==> src/rtl/link_flr_rst_seq_if.sv <==
`default_nettype none
// +----------------------------------------------------------------------------+
// | link_flr_rst_seq_if : FLR req/rsp channel, TX monitor and AFU reset bundle |
// | Rev 1.0                                                                    |
// +----------------------------------------------------------------------------+
interface link_flr_rst_seq_if #(
  parameter int PF_W = 3,
  parameter int VF_W = 11
);
  logic            flr_req_tvalid;
  logic [PF_W-1:0] flr_req_pf;
  logic [VF_W-1:0] flr_req_vf;
  logic            flr_req_vf_active;

  logic            flr_rsp_tvalid;
  logic [PF_W-1:0] flr_rsp_pf;
  logic [VF_W-1:0] flr_rsp_vf;
  logic            flr_rsp_vf_active;

  logic            tx_tvalid;
  logic            tx_tready;
  logic            tx_tlast;

  logic            quiesce;
  logic            port_rst_n;
  logic            drain_timeout_err;
  logic            req_ovf_err;

  modport master (
    output flr_req_tvalid, flr_req_pf, flr_req_vf, flr_req_vf_active,
    output tx_tvalid, tx_tready, tx_tlast,
    input  flr_rsp_tvalid, flr_rsp_pf, flr_rsp_vf, flr_rsp_vf_active,
    input  quiesce, port_rst_n, drain_timeout_err, req_ovf_err
  );

  modport slave (
    input  flr_req_tvalid, flr_req_pf, flr_req_vf, flr_req_vf_active,
    input  tx_tvalid, tx_tready, tx_tlast,
    output flr_rsp_tvalid, flr_rsp_pf, flr_rsp_vf, flr_rsp_vf_active,
    output quiesce, port_rst_n, drain_timeout_err, req_ovf_err
  );
endinterface
`default_nettype wire

==> src/rtl/link_flr_rst_seq.sv <==
`default_nettype none
// +----------------------------------------------------------------------------+
// | link_flr_rst_seq : per-link FLR sequencer - queue, drain, reset, respond   |
// | Rev 1.0                                                                    |
// +----------------------------------------------------------------------------+
module link_flr_rst_seq #(
  parameter int PF_W           = 3,
  parameter int VF_W           = 11,
  parameter int REQ_DEPTH      = 4,
  parameter int RST_CYCLES     = 16,
  parameter int RECOVER_CYCLES = 8,
  parameter int DRAIN_TIMEOUT  = 1024
) (
  input  logic              clk,
  input  logic              rst_n,
  link_flr_rst_seq_if.slave bus
);

  localparam int C_MAX_A = (RST_CYCLES > RECOVER_CYCLES) ? RST_CYCLES : RECOVER_CYCLES;
  localparam int C_MAX_P = (C_MAX_A > DRAIN_TIMEOUT) ? C_MAX_A : DRAIN_TIMEOUT;
  localparam int C_CNT_W = $clog2(C_MAX_P) + 1;
  localparam int C_AW    = $clog2(REQ_DEPTH);
  localparam int C_ENT_W = PF_W + VF_W + 1;

  localparam logic [C_CNT_W-1:0] C_CNT_MAX     = '1;
  localparam logic [C_CNT_W-1:0] C_RST_LAST    = C_CNT_W'(RST_CYCLES - 1);
  localparam logic [C_CNT_W-1:0] C_REC_LAST    = C_CNT_W'(RECOVER_CYCLES - 1);
  localparam logic [C_CNT_W-1:0] C_DRAIN_LAST  = C_CNT_W'(DRAIN_TIMEOUT - 1);
  localparam logic [C_AW:0]      C_FIFO_FULL   = (C_AW+1)'(REQ_DEPTH);

  typedef enum logic [2:0] {
    ST_IDLE    = 3'd0,
    ST_DRAIN   = 3'd1,
    ST_RESET   = 3'd2,
    ST_RECOVER = 3'd3,
    ST_RESP    = 3'd4
  } state_t;

  state_t               state_q, state_d;
  logic [C_CNT_W-1:0]   cnt_q, cnt_d;
  logic [C_ENT_W-1:0]   hold_q, hold_d;

  logic [C_ENT_W-1:0]   mem_q [REQ_DEPTH];
  logic [C_ENT_W-1:0]   mem_d [REQ_DEPTH];
  logic [C_AW-1:0]      wr_ptr_q, wr_ptr_d;
  logic [C_AW-1:0]      rd_ptr_q, rd_ptr_d;
  logic [C_AW:0]        count_q, count_d;

  logic                 pkt_open_q, pkt_open_d;
  logic                 port_rst_n_q, port_rst_n_d;
  logic                 quiesce_q, quiesce_d;
  logic                 rsp_vld_q, rsp_vld_d;
  logic [C_ENT_W-1:0]   rsp_ent_q, rsp_ent_d;
  logic                 drain_err_q, drain_err_d;
  logic                 ovf_err_q, ovf_err_d;

  logic                 w_full;
  logic                 w_empty;
  logic                 w_push;
  logic                 w_pop;
  logic                 w_ovf;
  logic                 w_tx_beat;
  logic [C_ENT_W-1:0]   w_req_ent;

  assign w_req_ent = {bus.flr_req_pf, bus.flr_req_vf, bus.flr_req_vf_active};
  assign w_full    = (count_q == C_FIFO_FULL);
  assign w_empty   = (count_q == '0);
  // A pop in the same cycle frees the slot, so a push at full is still accepted.
  assign w_push    = bus.flr_req_tvalid && (!w_full || w_pop);
  assign w_ovf     = bus.flr_req_tvalid && w_full && !w_pop;
  assign w_tx_beat = bus.tx_tvalid && bus.tx_tready;

  always_comb begin
    mem_d    = mem_q;
    wr_ptr_d = wr_ptr_q + C_AW'(w_push);
    rd_ptr_d = rd_ptr_q + C_AW'(w_pop);
    count_d  = count_q + (C_AW+1)'(w_push) - (C_AW+1)'(w_pop);
    if (w_push) begin
      mem_d[wr_ptr_q] = w_req_ent;
    end
  end

  always_comb begin
    pkt_open_d = pkt_open_q;
    if (w_tx_beat) begin
      pkt_open_d = !bus.tx_tlast;
    end
    if (!port_rst_n_q) begin
      pkt_open_d = 1'b0;
    end
  end

  always_comb begin
    state_d     = state_q;
    cnt_d       = (cnt_q == C_CNT_MAX) ? cnt_q : cnt_q + C_CNT_W'(1);
    hold_d      = hold_q;
    drain_err_d = drain_err_q;
    ovf_err_d   = ovf_err_q | w_ovf;
    w_pop       = 1'b0;

    case (state_q)
      ST_IDLE: begin
        if (!w_empty) begin
          w_pop   = 1'b1;
          hold_d  = mem_q[rd_ptr_q];
          state_d = ST_DRAIN;
          cnt_d   = '0;
        end
      end
      ST_DRAIN: begin
        // Exit on the beat that closes the packet, not one cycle later.
        if (!pkt_open_d) begin
          state_d = ST_RESET;
          cnt_d   = '0;
        end else if (cnt_q == C_DRAIN_LAST) begin
          state_d     = ST_RESET;
          cnt_d       = '0;
          drain_err_d = 1'b1;
        end
      end
      ST_RESET: begin
        if (cnt_q == C_RST_LAST) begin
          state_d = ST_RECOVER;
          cnt_d   = '0;
        end
      end
      ST_RECOVER: begin
        if (cnt_q == C_REC_LAST) begin
          state_d = ST_RESP;
          cnt_d   = '0;
        end
      end
      ST_RESP: begin
        state_d = ST_IDLE;
        cnt_d   = '0;
      end
      default: begin
        state_d = ST_IDLE;
        cnt_d   = '0;
      end
    endcase
  end

  // Outputs are registered off the next state so they line up with state_q.
  always_comb begin
    port_rst_n_d = (state_d != ST_RESET);
    quiesce_d    = (state_d == ST_DRAIN) || (state_d == ST_RESET);
    rsp_vld_d    = (state_d == ST_RESP);
    rsp_ent_d    = rsp_vld_d ? hold_d : '0;
  end

  always_ff @(posedge clk or negedge rst_n) begin
    if (!rst_n) begin
      state_q      <= ST_IDLE;
      cnt_q        <= '0;
      hold_q       <= '0;
      for (int i = 0; i < REQ_DEPTH; i++) begin
        mem_q[i] <= '0;
      end
      wr_ptr_q     <= '0;
      rd_ptr_q     <= '0;
      count_q      <= '0;
      pkt_open_q   <= 1'b0;
      port_rst_n_q <= 1'b0;
      quiesce_q    <= 1'b0;
      rsp_vld_q    <= 1'b0;
      rsp_ent_q    <= '0;
      drain_err_q  <= 1'b0;
      ovf_err_q    <= 1'b0;
    end else begin
      state_q      <= state_d;
      cnt_q        <= cnt_d;
      hold_q       <= hold_d;
      mem_q        <= mem_d;
      wr_ptr_q     <= wr_ptr_d;
      rd_ptr_q     <= rd_ptr_d;
      count_q      <= count_d;
      pkt_open_q   <= pkt_open_d;
      port_rst_n_q <= port_rst_n_d;
      quiesce_q    <= quiesce_d;
      rsp_vld_q    <= rsp_vld_d;
      rsp_ent_q    <= rsp_ent_d;
      drain_err_q  <= drain_err_d;
      ovf_err_q    <= ovf_err_d;
    end
  end

  assign bus.flr_rsp_tvalid    = rsp_vld_q;
  assign bus.flr_rsp_pf        = rsp_ent_q[C_ENT_W-1 -: PF_W];
  assign bus.flr_rsp_vf        = rsp_ent_q[VF_W:1];
  assign bus.flr_rsp_vf_active = rsp_ent_q[0];
  assign bus.quiesce           = quiesce_q;
  assign bus.port_rst_n        = port_rst_n_q;
  assign bus.drain_timeout_err = drain_err_q;
  assign bus.req_ovf_err       = ovf_err_q;

endmodule
`default_nettype wire

==> src/flat_wrapper.sv <==
// flat-port wrapper written by rule: the top's interface ports become plain ports
module link_flr_rst_seq_flat 
#(
  parameter int PF_W           = 3,
  parameter int VF_W           = 11,
  parameter int REQ_DEPTH      = 4,
  parameter int RST_CYCLES     = 16,
  parameter int RECOVER_CYCLES = 8,
  parameter int DRAIN_TIMEOUT  = 1024
)
  (clk, rst_n, bus_flr_req_tvalid, bus_flr_req_pf, bus_flr_req_vf, bus_flr_req_vf_active, bus_tx_tvalid, bus_tx_tready, bus_tx_tlast, bus_flr_rsp_tvalid, bus_flr_rsp_pf, bus_flr_rsp_vf, bus_flr_rsp_vf_active, bus_quiesce, bus_port_rst_n, bus_drain_timeout_err, bus_req_ovf_err);
  link_flr_rst_seq_if #(.PF_W(PF_W), .VF_W(VF_W)) bus_i ();
  input  logic clk;
  input  logic rst_n;
  input wire logic [$bits(bus_i.flr_req_tvalid)-1:0] bus_flr_req_tvalid;
  input wire logic [$bits(bus_i.flr_req_pf)-1:0] bus_flr_req_pf;
  input wire logic [$bits(bus_i.flr_req_vf)-1:0] bus_flr_req_vf;
  input wire logic [$bits(bus_i.flr_req_vf_active)-1:0] bus_flr_req_vf_active;
  input wire logic [$bits(bus_i.tx_tvalid)-1:0] bus_tx_tvalid;
  input wire logic [$bits(bus_i.tx_tready)-1:0] bus_tx_tready;
  input wire logic [$bits(bus_i.tx_tlast)-1:0] bus_tx_tlast;
  output wire logic [$bits(bus_i.flr_rsp_tvalid)-1:0] bus_flr_rsp_tvalid;
  output wire logic [$bits(bus_i.flr_rsp_pf)-1:0] bus_flr_rsp_pf;
  output wire logic [$bits(bus_i.flr_rsp_vf)-1:0] bus_flr_rsp_vf;
  output wire logic [$bits(bus_i.flr_rsp_vf_active)-1:0] bus_flr_rsp_vf_active;
  output wire logic [$bits(bus_i.quiesce)-1:0] bus_quiesce;
  output wire logic [$bits(bus_i.port_rst_n)-1:0] bus_port_rst_n;
  output wire logic [$bits(bus_i.drain_timeout_err)-1:0] bus_drain_timeout_err;
  output wire logic [$bits(bus_i.req_ovf_err)-1:0] bus_req_ovf_err;
  assign bus_i.flr_req_tvalid = bus_flr_req_tvalid;
  assign bus_i.flr_req_pf = bus_flr_req_pf;
  assign bus_i.flr_req_vf = bus_flr_req_vf;
  assign bus_i.flr_req_vf_active = bus_flr_req_vf_active;
  assign bus_i.tx_tvalid = bus_tx_tvalid;
  assign bus_i.tx_tready = bus_tx_tready;
  assign bus_i.tx_tlast = bus_tx_tlast;
  assign bus_flr_rsp_tvalid = bus_i.flr_rsp_tvalid;
  assign bus_flr_rsp_pf = bus_i.flr_rsp_pf;
  assign bus_flr_rsp_vf = bus_i.flr_rsp_vf;
  assign bus_flr_rsp_vf_active = bus_i.flr_rsp_vf_active;
  assign bus_quiesce = bus_i.quiesce;
  assign bus_port_rst_n = bus_i.port_rst_n;
  assign bus_drain_timeout_err = bus_i.drain_timeout_err;
  assign bus_req_ovf_err = bus_i.req_ovf_err;
  link_flr_rst_seq #(.PF_W(PF_W), .VF_W(VF_W), .REQ_DEPTH(REQ_DEPTH), .RST_CYCLES(RST_CYCLES), .RECOVER_CYCLES(RECOVER_CYCLES), .DRAIN_TIMEOUT(DRAIN_TIMEOUT)) u_core (.clk(clk), .rst_n(rst_n), .bus(bus_i));
endmodule
==> config.mk <==
export PLATFORM = sky130hd
export DESIGN_NAME = link_flr_rst_seq_flat
export DESIGN_NICKNAME = d
export VERILOG_FILES = /design/src/rtl/link_flr_rst_seq_if.sv /design/src/rtl/link_flr_rst_seq.sv /design/src/flat_wrapper.sv
export SDC_FILE = /design/constraint.sdc
export NUM_CORES = 1
export LEC_CHECK = 0
export BUFFER_PORTS_ARGS = -buffer_cell sky130_fd_sc_hd__buf_2
export CELL_PAD_IN_SITES_DETAIL_PLACEMENT = 1
export CELL_PAD_IN_SITES_GLOBAL_PLACEMENT = 1
export CORE_MARGIN = 2
export CORE_UTILIZATION = 56
export CTS_BUF_LIST = sky130_fd_sc_hd__clkbuf_4 sky130_fd_sc_hd__clkbuf_8
export DETAILED_ROUTE_END_ITERATION = 7
export GPL_TIMING_DRIVEN = 0
export PLACE_DENSITY = 0.95
export REMOVE_ABC_BUFFERS = 1
export SETUP_SLACK_MARGIN = 0.2
export SLEW_MARGIN = 20
export SYNTH_ARGS = -nofsm -noshare
export SYNTH_HDL_FRONTEND = slang
export SYNTH_SLANG_ARGS = --single-unit
export TNS_END_PERCENT = 1
==> constraint.sdc <==
create_clock -name clk -period 3.9 [get_ports clk]
set_input_delay 0.195 -clock clk [delete_from_list [all_inputs] [get_ports clk]]
set_output_delay 0.195 -clock clk [all_outputs]
set_load 0.02 [all_outputs]
## After elaboration in Yosys (flattened, before gate mapping)

Cells that the tools add are included.

- Register bits after elaboration: 117
- Word-level logic and storage cells: 79

- $add $sub $neg: 5
- $lt $le $gt $ge: 3
- Eq/ne operators: 12
- Multiplexer cells: 26
- Bitwise gates (word level): 3
- Reduce and logical (&&, ||, !) cells: 13

Operator list:

| kind | count |
|---|---|
| $mux W15 | 6 |
| $mux W11 | 6 |
| $bwmux W60 | 1 |
| $pmux W11 S4 | 1 |
| $bmux W15 S2 | 1 |
| $demux W15 S2 | 1 |
| $mux W3 | 5 |
| $pmux W3 S4 | 1 |
| $add A11 B1 Y11 const B | 1 |
| $eq A11 B10 Y1 const B | 1 |
| $eq A11 B11 Y1 const B | 1 |
| $eq A11 B3 Y1 const B | 1 |
| $eq A11 B4 Y1 const B | 1 |
| $eq A3 B2 Y1 const B | 3 |
| $eq A3 B1 Y1 const B | 2 |
| $eq A3 B3 Y1 const B | 2 |
| $ge A3 B3 Y1 const B | 2 |
| $logic_not A3 Y1 | 2 |
| $not A2 Y3 | 2 |
| $logic_and A1 B1 Y1 | 5 |
| $add A2 B1 Y2 | 2 |
| $mux W1 | 4 |
| $add A3 B1 Y3 | 1 |
| $logic_not A1 Y1 | 3 |
| 6 further kinds | 7 |

## Logic depth before layout (Yosys ltp)

Gate-level depths: netlist of run 1.

- Depth in word-level cells: 7
- Depth in mapped cells: 9
- Gate-level depth less buffers: 8

## Least setup slack after synthesis of run 1

OpenSTA, ideal clock, no wires.

- Path kind: register to register
- Start point: reg u_core.state_q[0]
- End point: reg u_core.count_q[2]
- Data arrival time: 2336 ps
- Required time: 3773 ps
- Setup slack: 1438 ps
- Cell stages (with the launch flop): 10
- Path buffers: 1
- Path through: dfrtp_1 or3_4 nor2_2 buf_2 ha_1 inv_1 ha_1 fa_1 xor2_1 xnor2_1

- Cells in the longest elaborated chain, start to end: 6

RTL lines:

| element | RTL line | text |
|---|---|---|
| from (decl) | link_flr_rst_seq.sv:39 | `state_t state_q, state_d;` |
| from (signal assigned) | link_flr_rst_seq.sv:171 | `state_q <= state_d;` |
| $logic_not A3 Y1 * | link_flr_rst_seq.sv:101 | `case (state_q)` |
| $mux W1 * | link_flr_rst_seq.sv:101 |  |
| $logic_or A1 B1 Y1 | link_flr_rst_seq.sv:69 | `assign w_push = bus.flr_req_tvalid && (!w_full \|\| w_pop);` |
| $logic_and A1 B1 Y1 | link_flr_rst_seq.sv:69 |  |
| $add A3 B1 Y3 | link_flr_rst_seq.sv:77 | `count_d = count_q + (C_AW+1)'(w_push) - (C_AW+1)'(w_pop);` |
| $sub A3 B1 Y3 * | link_flr_rst_seq.sv:77 |  |
| net u_core.count_d[2] | link_flr_rst_seq.sv:47 | `logic [C_AW:0] count_q, count_d;` |
| to (signal assigned) | link_flr_rst_seq.sv:177 | `count_q <= count_d;` |
| to (decl) | link_flr_rst_seq.sv:47 |  |

Mark *: on every way through the listed nets, which the timed path passes. The rest lies on a longest branch.
A chain may end at the register's enable or synchronous reset.

## Final worst setup path of run 1

Same ends and word-level chain as after synthesis.

==> metrics, run 1 <==
outcome=completed; Syn. warnings=0; initial core utilization=approximately 58%; drt drc=0; overall routing resource usage=between 20% and 30%; Static Leak=~2.6 nW; synthesized area per cell=between 10 and 15 um2; hold_ws=0.0480 ns; total power=3.71 mW; Post-synth EDFFs=0; count of cell types in the netlist=44; IO Count=41; fin crit share=between 60% and 70%; WL final=11300 um; setup TNS after final layout=0 ns; most frequent cells after synthesis=dfrtp_1 (117), mux2_2 (75), nor2b_1 (17); CTS Buffer Depth=2; Worst-path clk slew=0.08 ns; setup-violating endpoint count in the final report=0; Fmax=~380 MHz; # placed instances=474; Num CTS Buffers=17; critical path class=register to register; pin count of the biggest net entering global routing=78; Critical Path RT=between 4 and 5 ns; TritonCTS clock tree=built; Port Buffers=40; Startpoint Class=register; Hold Startpoint=bus_flr_req_tvalid; die area=9710 um2; critical path, cell by cell=or3_4, nor2_4, ha_1, inv_1, ha_1, fa_1, xor2_1, xnor2_1; TritonCTS Sinks=around 120; # Post-CTS Setup Buffers=0; slowest stage cell, crit path=nor2_4; area leader, netlist=dfrtp_1; Non-Filler Instances=just over 500; Die Ht=98.6 um; Area contributors post-synth=dfrtp_1 (58%), mux2_2 (17%), mux4_2 (6.7%); slew margin rel.=34.1%; first-pass GRT wire length=between 15000 and 20000 um; Seq/Total Area, Yosys=between 50% and 60%; min cycle time layout=approximately 2.7 ns; Syn Inst Count=between 300 and 400; initial antenna violation count=0; synthesis-to-finish area growth=14.0%; Hold Fails Final Rpt=0; CP arrival=between 2 and 3 ns; DR iter-0 viols=between 100 and 150; Critical Path Most Common Cell=ha_1; antenna-violating nets left=0; HPWL Detailed=around 7300 um; Vias=between 3000 and 4000; vias in the first global route=3445; pwr dens=651 nW/um2; worst min path class=input port to register; setup ws final=between 1 and 1.5 ns; most instantiated library cell after synthesis=dfrtp_1; chip width=approximately 99 um; H-tree levels=4; Post-Place Worst Slack=approximately 0.86 ns; Slew Limit Fails=0; CORE AREA=between 8000 and 9000 um2; Row Count=34; # fillers=slightly above 800; antenna cells=0; Worst setup EP type=register; Resized cells post-CTS=0; grt ovf=0; Clock Latency Late Sink=approximately 0.42 ns; R2R Path Start=u_core.state_q[0]; CTS root buffer=clkbuf_8; hold_buf cts=1; DR vias/cell=roughly 6; Layout Skew=about 0.0099 ns; top cell type's share of synthesized area=approximately three fifths; worst-margin pin slew=between 0.9 and 1 ns; Synth Register Bits=between 100 and 150; slowest cell delay on critical path=0.52 ns; flop2flop setup slack=roughly 1.2 ns; fraction of layout cells with a size suffix above 1=around 44%; worst-path fanout max=18; Peak VDD IR=approximately 0.00040 V; ys flop type=dfrtp_1; DR pass1 iterations=4; Max Cap Viol=0; RD Place Congestion=slightly below 0.8; WL per Instance=roughly 22 um; synthesized area=approximately 5000 um2; Worst Setup SP=u_core.state_q[0]; RSZ-0062 raised after global routing=no; # nets final=413; asr flop ratio synth=between 90% and 100%
through the flow:
step                      util, %  area [um2]
final                        65.8        5710
after floorplan                 -        4930
after global routing         65.8        5710
after CTS                    65.7        5700
after detailed placement     61.1        5300
after global placement       60.7        5270
metal layers:
| metal | up-vias | wire (um) | track usage [%] |
|---|---|---|---|
| met1 | 1622 | 4570 | 30.0 |
| met3 | 16 | 355 | 5.67 |
| met5 | - | 0 | 0 |
| met2 | 80 | 6210 | 45.3 |
| met4 | 0 | 145 | 9.17 |
| li1 | 1327 | - | - |
final cells by class:
type / instances / area, um2 / area share, %
Clock buffer: 17 / 234 / 4.10
Clock inverter: 15 / 158 / 2.76
Inverter: 10 / 37.5 / 0.658
Multi-Input combinational cell: 198 / 1970 / 34.5
Sequential cell: 117 / 2930 / 51.3
Tap cell: 108 / 135 / 2.37
Timing Repair Buffer: 42 / 244 / 4.28
where the power goes:
| group | switching, mW | total [mW] | internal, mW |
|---|---|---|---|
| logic | 0.316 | 0.808 | 0.493 |
| registers | 0.247 | 1.82 | 1.57 |
| clock network | 0.517 | 1.09 | 0.570 |
layout by cell type (no fill, tap or decap), types with 2 or more instances in the layout:
cell | netlist | layout
clkinv_4 | 0 | 4
bufinv_16 | 0 | 2
xnor2_1 | 4 | 4
a221oi_1 | 2 | 2
nor4_1 | 3 | 3
nor2_1 | 6 | 6
nand4_1 | 3 | 3
mux2_2 | 75 | 75
clkbuf_8 | 0 | 17
nand3b_2 | 2 | 2
mux2i_1 | 3 | 3
inv_6 | 0 | 2
dfrtp_1 | 117 | 116
clkinvlp_4 | 0 | 4
o311ai_0 | 2 | 2
nand2_1 | 7 | 7
nor2b_1 | 17 | 17
o21ai_0 | 3 | 3
xor2_1 | 5 | 5
or3_1 | 3 | 3
clkinv_2 | 0 | 3
nand3_1 | 4 | 4
or4_1 | 3 | 3
a22oi_1 | 4 | 4
nor3_1 | 5 | 5
a21oi_1 | 7 | 7
buf_2 | 7 | 39
mux4_2 | 15 | 15
inv_1 | 10 | 10
ha_1 | 5 | 5
nand2b_1 | 3 | 3
critical path, delay by kind of cell, from the launching register on:
kind                     cells  cell delay (ns)
XOR/XNOR                     2             0.29
buffers and inverters        1             0.05
flip-flops                   1             0.46
adder cells (fa/ha/maj)      3             0.78
AND/OR/NAND/NOR              2             0.96
path summary, 6_finish.rpt:
path,end,depth (start not counted)
max,u_core.count_q[2],8
min reg2reg,u_core.bus.drain_timeout_err,1
max in group asynchronous,u_core.rd_ptr_q[0],3
max reg2reg,u_core.count_q[2],8
min in group asynchronous,u_core.count_q[1],2
min,u_core.bus.req_ovf_err,2
sequential cells by signal, indices dropped and copies added, names as in the netlist:
register                      count
u_core.mem_q                     60
u_core.hold_q                    15
u_core.rsp_ent_q                 15
u_core.cnt_q                     11
u_core.count_q                    3
u_core.state_q                    3
u_core.rd_ptr_q                   2
u_core.wr_ptr_q                   2
u_core.bus.drain_timeout_err      1
u_core.bus.flr_rsp_tvalid         1
u_core.bus.port_rst_n             1
u_core.bus.quiesce                1
u_core.bus.req_ovf_err            1
u_core.pkt_open_q                 1
cells by family after synthesis:
logic type / share of synthesized area [%]
AND/OR/NAND/NOR: 8.12
adder cells (fa/ha/maj): 1.65
AO/OA/AOI/OAI: 3.67
multiplexers: 24.2
flip-flops: 58.5
XOR/XNOR: 1.57
buffers and inverters: 2.27
No activity file was read; power rests on OpenSTA's default activity.
==> run 2, diff against run 1 <==
--- a/config.mk
+++ b/config.mk
@@ -9,11 +9,11 @@
 export CELL_PAD_IN_SITES_DETAIL_PLACEMENT = 1
 export CELL_PAD_IN_SITES_GLOBAL_PLACEMENT = 1
 export CORE_MARGIN = 2
-export CORE_UTILIZATION = 56
+export CORE_UTILIZATION = 47
 export CTS_BUF_LIST = sky130_fd_sc_hd__clkbuf_4 sky130_fd_sc_hd__clkbuf_8
 export DETAILED_ROUTE_END_ITERATION = 7
 export GPL_TIMING_DRIVEN = 0
-export PLACE_DENSITY = 0.95
+export PLACE_DENSITY = 0.9
 export REMOVE_ABC_BUFFERS = 1
 export SETUP_SLACK_MARGIN = 0.2
 export SLEW_MARGIN = 20
==> constraint.sdc (replaced) <==
create_clock -name clk -period 2.35 [get_ports clk]
set_input_delay 0.1175 -clock clk [delete_from_list [all_inputs] [get_ports clk]]
set_output_delay 0.1175 -clock clk [all_outputs]
set_load 0.02 [all_outputs]
==> run 2 against run 1 <==
Global-route usage is 4.4 points lower. Critical endpoint is now u_core.mem_q[3]. Non-clock buffer count is 18 higher. Die area rose by 18%.
==> metrics, run 2 (synthesis results as in run 1) <==
outcome=completed; post-placement cell area=5330 um2 (+0.66%); synthesis-to-finish area growth=21.2%; Worst-path clk slew=0.07 ns (about the same); DR pass1 iterations=4 (unchanged); overall routing resource usage=20.9% (-4.4 points); drt drc=0 (unchanged); setup-violating endpoint count in the final report=0 (unchanged); # placed instances=502 (+5.9%); Die Ht=107 um (+8.8%); cell area after layout=6070 um2 (+6.4%); CORE AREA=10300 um2 (+19%); TritonCTS clock tree=built; initial antenna violation count=0 (unchanged); Post-Place Worst Slack=-0.661 ns (-1.52 ns); grt ovf=0 (unchanged); critical path class=register to register; Port Buffers=40 (unchanged); critical path, cell by cell=or3_4, a31oi_4, nand3_2, mux2_2; WL final=11000 um (-2.7%); Layout Skew=0.00997 ns (+0.0000943 ns); die area=11500 um2 (+18%); DR iter-0 viols=100 (-3.8%); Peak VDD IR=0.000570 V (+43%); worst min path class=input port to register; RD Place Congestion=0.852 (+8.6%); fraction of layout cells with a size suffix above 1=43.9% (+0.28 points); CP arrival=2.53 ns (-0.43 ns); busiest grt layer=met2; Static Leak=2.74 nW (+5.8%); WL per Instance=19.8 um (-11%); Slew Limit Fails=0 (unchanged); most frequent cells in the layout=dfrtp_1 (115), mux2_2 (60), buf_2 (39); Clock Latency Late Sink=0.42 ns (about the same); hold_ws=0.118 ns (+0.0703 ns); Critical Path RT=2.65 ns (-1.56 ns); Max Cap Viol=0 (unchanged); DR vias/cell=5.57 (-7.2%); pin count of the biggest net entering global routing=80 (+2.6%); RSZ-0062 raised after global routing=yes; chip width=107 um (+8.8%); HPWL Detailed=6670 um (-8.5%); Row Count=37 (+8.8%); TritonCTS Sinks=117 (unchanged); Most flops, register=u_core.mem_q; worst-margin pin slew=0.872 ns (-0.116 ns); total power=6.44 mW (+73%); min cycle time layout=2.22 ns (-0.430 ns); H-tree levels=4 (unchanged); fin crit share=94.6% (+27 points); Num CTS Buffers=17 (unchanged); setup TNS after final layout=0 ns (unchanged); IO Count=41 (unchanged); Fmax=450 MHz (+19%); initial core utilization=48.5% (-9.2 points); slew margin rel.=41.9% (+7.8 points); Non-Filler Instances=553 (+9.1%); first-pass GRT wire length=18000 um (-2.4%); vias in the first global route=3554 (+3.2%); Layout Utilization=58.8% (-7.0 points); worst-path fanout max=15 (-3); GR Util met2=36.3% (-9.0 points); slowest stage cell, crit path=nand3_2; Startpoint Class=register; largest registers=u_core.mem_q: 60 flops, u_core.hold_q: 15 flops, u_core.rsp_ent_q: 15 flops; antenna-violating nets left=0 (unchanged); CTS Buffer Depth=2 (unchanged); slowest cell delay on critical path=0.48 ns (-0.04 ns); met3 usage=5.65% (-0.020 points); # fillers=980 (+19%); met1 Usage GRT=24.5% (-5.5 points); # nets final=431 (+4.4%); CTS root buffer=clkbuf_8; commonest non-fill, non-tap cell in the layout=dfrtp_1; max reg flops=60 (unchanged); antenna cells=0 (unchanged); setup ws final=0.127 ns (-1.12 ns); Worst setup EP type=register; Vias=3082 (+1.2%); Hold Fails Final Rpt=0 (unchanged); pwr dens=1060 nW/um2 (+63%)
## run 2: layout make-up
class | instances | area (um2) | area share [%]
clock inverters | 11 | 151 | 2.49
repair buffers | 60 | 432 | 7.11
multi-input cells | 198 | 2070 | 34.1
clock buffers | 21 | 277 | 4.56
inverters | 10 | 37.5 | 0.618
flip-flops and latches | 117 | 2930 | 48.3
well taps | 136 | 170 | 2.80
## run 2: final timing paths
| path | depth (start not counted) | endpoint | slack (ns) | from |
|---|---|---|---|---|
| worst min-delay path | 3 | u_core.pkt_open_q | 0.12 | bus_tx_tlast |
| min in group asynchronous | 2 | u_core.count_q[2] | 0.17 | rst_n |
| max in group asynchronous | 3 | u_core.rd_ptr_q[0] | 1.48 | rst_n |
| worst min register to register | 1 | u_core.bus.drain_timeout_err | 0.48 | u_core.bus.drain_timeout_err |
| worst max register to register | 4 | u_core.mem_q[3] | 0.13 | u_core.state_q[1] |
| worst max-delay path | 4 | u_core.mem_q[3] | 0.13 | u_core.state_q[1] |
## run 2: timing repair
action	in CTS	in global routing
setup buffers	2	0
hold buffers	17	0
hold endpoints to repair	97	0
setup endpoints to repair	103	89
resized for setup	3	24
pin swaps	1	2
## run 2: report_power, final
group	internal (mW)	switching [mW]
Sequential	2.61	0.385
Clock	1.13	0.831
Combinational	0.950	0.530
## run 2: critical path: cells and delay by family (launching register included)
family,cells,cell delay (ns)
AO/OA/AOI/OAI,1,0.32
AND/OR/NAND/NOR,2,0.92
multiplexers,1,0.45
flip-flops,1,0.41
## run 2: metal layers
| layer | vias to the layer above | routed length (um) | part of all wire (%) |
|---|---|---|---|
| met5 | - | 0 | 0 |
| met4 | 0 | 201 | 1.8 |
| met3 | 18 | 374 | 3.4 |
| met2 | 59 | 5770 | 53 |
| met1 | 1645 | 4620 | 42 |
| li1 | 1360 | - | - |
==> run 3, diff against run 2 <==
--- a/config.mk
+++ b/config.mk
@@ -11,9 +11,11 @@
 export CORE_MARGIN = 2
 export CORE_UTILIZATION = 47
 export CTS_BUF_LIST = sky130_fd_sc_hd__clkbuf_4 sky130_fd_sc_hd__clkbuf_8
+export CTS_CLUSTER_SIZE = 12
 export DETAILED_ROUTE_END_ITERATION = 7
 export GPL_TIMING_DRIVEN = 0
 export PLACE_DENSITY = 0.9
+export RECOVER_POWER = 50
 export REMOVE_ABC_BUFFERS = 1
 export SETUP_SLACK_MARGIN = 0.2
 export SLEW_MARGIN = 20
==> run 3 against run 2 <==
Clock skew about the same. Die area unchanged. Non-clock buffer count unchanged. Clock power about the same. Critical path type unchanged. Largest cell class unchanged. Largest power group unchanged. Highest routed layer unchanged.
==> metrics, run 3 (synthesis results as in run 1) <==
fin crit share=94.5% (-0.14 points); Most flops, register=u_core.mem_q; antenna-violating nets left=0 (unchanged); vias in the first global route=3554 (unchanged); Layout Skew=0.00970 ns (-0.000264 ns); worst min path class=input port to register; setup ws final=0.130 ns (+0.00319 ns); Clock Latency Late Sink=0.42 ns (about the same); CORE AREA=10300 um2 (unchanged); # nets final=431 (unchanged); Startpoint Class=register; Fmax=450 MHz (+0.14%); setup-violating endpoint count in the final report=0 (unchanged); worst-margin pin slew=1.04 ns (+0.166 ns); Worst setup EP type=register; CTS Buffer Depth=2 (unchanged); DR iter-0 viols=104 (+4.0%); H-tree levels=4 (unchanged); Row Count=37 (unchanged); largest registers=u_core.mem_q: 60 flops, u_core.hold_q: 15 flops, u_core.rsp_ent_q: 15 flops; slowest stage cell, crit path=nand3b_2; first-pass GRT wire length=18000 um (unchanged); overall routing resource usage=20.9% (unchanged); Post-Place Worst Slack=-0.661 ns (unchanged); fraction of layout cells with a size suffix above 1=41.7% (-2.2 points); outcome=completed; synthesis-to-finish area growth=20.9%; antenna cells=0 (unchanged); slowest cell delay on critical path=0.47 ns (about the same); Port Buffers=40 (unchanged); RD Place Congestion=0.852 (unchanged); WL final=11000 um (+0.14%); CTS root buffer=clkbuf_8; Hold Fails Final Rpt=0 (unchanged); commonest non-fill, non-tap cell in the layout=dfrtp_1; post-placement cell area=5330 um2 (unchanged); Max Cap Viol=0 (unchanged); DR pass1 iterations=4 (unchanged); critical path class=register to register; worst-path fanout max=15 (unchanged); Num CTS Buffers=17 (unchanged); max reg flops=60 (unchanged); initial core utilization=48.5% (unchanged); initial antenna violation count=0 (unchanged); pin count of the biggest net entering global routing=80 (unchanged); grt ovf=0 (unchanged); HPWL Detailed=6670 um (unchanged); TritonCTS clock tree=built; Die Ht=107 um (unchanged); chip width=107 um (unchanged); WL per Instance=19.9 um (+0.14%); cell area after layout=6050 um2 (-0.29%); Critical Path RT=2.65 ns (about the same); die area=11500 um2 (unchanged); DR vias/cell=5.57 (about the same); most frequent cells in the layout=dfrtp_1 (115), mux2_2 (60), buf_2 (30); TritonCTS Sinks=117 (unchanged); RSZ-0062 raised after global routing=yes; hold_ws=0.118 ns (+0.0000440 ns); Vias=3081 (-0.032%); Worst-path clk slew=0.07 ns (about the same); min cycle time layout=2.22 ns (-0.00319 ns); Slew Limit Fails=0 (unchanged); critical path, cell by cell=or3_4, a31oi_4, nand3b_2, mux2_2; # fillers=989 (+0.92%); CP arrival=2.52 ns (about the same); Peak VDD IR=0.000564 V (-1.1%); pwr dens=1060 nW/um2 (+0.27%); Static Leak=2.70 nW (-1.5%); drt drc=0 (unchanged); slew margin rel.=30.8% (-11 points); IO Count=41 (unchanged)
==> run 3: changes by cell type in the layout (fill, tap and decap cells not counted) <==
cell / previous run / this run
buf_2: 39 / 30
clkbuf_1: 0 / 9
buf_6: 1 / 0
clkbuf_2: 0 / 1
==> run 3: area by class of cell <==
class / count / area, um2 / area share (%)
clock buffer: 21 / 277 / 4.57
clock inverter: 11 / 151 / 2.50
multi-input combinational: 198 / 2070 / 34.2
timing repair buffer: 60 / 414 / 6.84
tap: 136 / 170 / 2.81
sequential: 117 / 2930 / 48.4
inverter: 10 / 37.5 / 0.620
==> run 3: metrics by stage <==
stage	power [mW]	cells	util (%)	setup TNS, ns
floorplan	3.90	325	-	-0.187
global placement	4.13	501	51.3	-22.13
detailed placement	4.32	502	51.7	-7.21
CTS	6.35	553	57.8	0
global route	6.76	553	58.6	0
finish	6.43	553	58.6	0
==> run 3: final timing paths <==
check                                                  start                      endpoint  slack [ns]  cells past startpoint
min in group asynchronous                              rst_n             u_core.count_q[2]        0.41                      2
worst max-delay path                       u_core.state_q[1]              u_core.mem_q[32]        0.13                      4
worst max register to register             u_core.state_q[1]              u_core.mem_q[32]        0.13                      4
worst min-delay path                            bus_tx_tlast             u_core.pkt_open_q        0.12                      3
max in group asynchronous                              rst_n          u_core.rsp_ent_q[10]        1.03                      3
worst min register to register  u_core.bus.drain_timeout_err  u_core.bus.drain_timeout_err        0.48                      1
==> run 3: critical path: cells and delay by family, from the launching register on <==
family	cells	cell delay (ns)
AO/OA/AOI/OAI	1	0.32
flip-flops	1	0.41
multiplexers	1	0.45
AND/OR/NAND/NOR	2	0.91
==> run 3: layer usage <==
layer  track usage, %  up-vias  wire length, um
li1                 -     1360                -
met1             24.5     1640             4640
met2             36.3       63             5740
met3             5.65       18              395
met4             8.16        0              201
met5                0        -                0
==> run 3: power by group <==
group	internal (mW)	switching, mW	leakage, nW	total [mW]
clock network	1.13	0.830	0.205	1.96
logic	0.949	0.531	1.08	1.48
registers	2.61	0.385	1.41	2.99
total	4.69	1.75	2.70	6.43
==> run 3: repair_timing <==
action / CTS / global route
endpoints found under the setup margin: 103 / 89
cloned: 0 / 0
hold buffers: 17 / 0
setup buffers: 2 / 0
pin swaps: 1 / 2
hold endpoints to repair: 97 / 0
resized for setup: 3 / 24
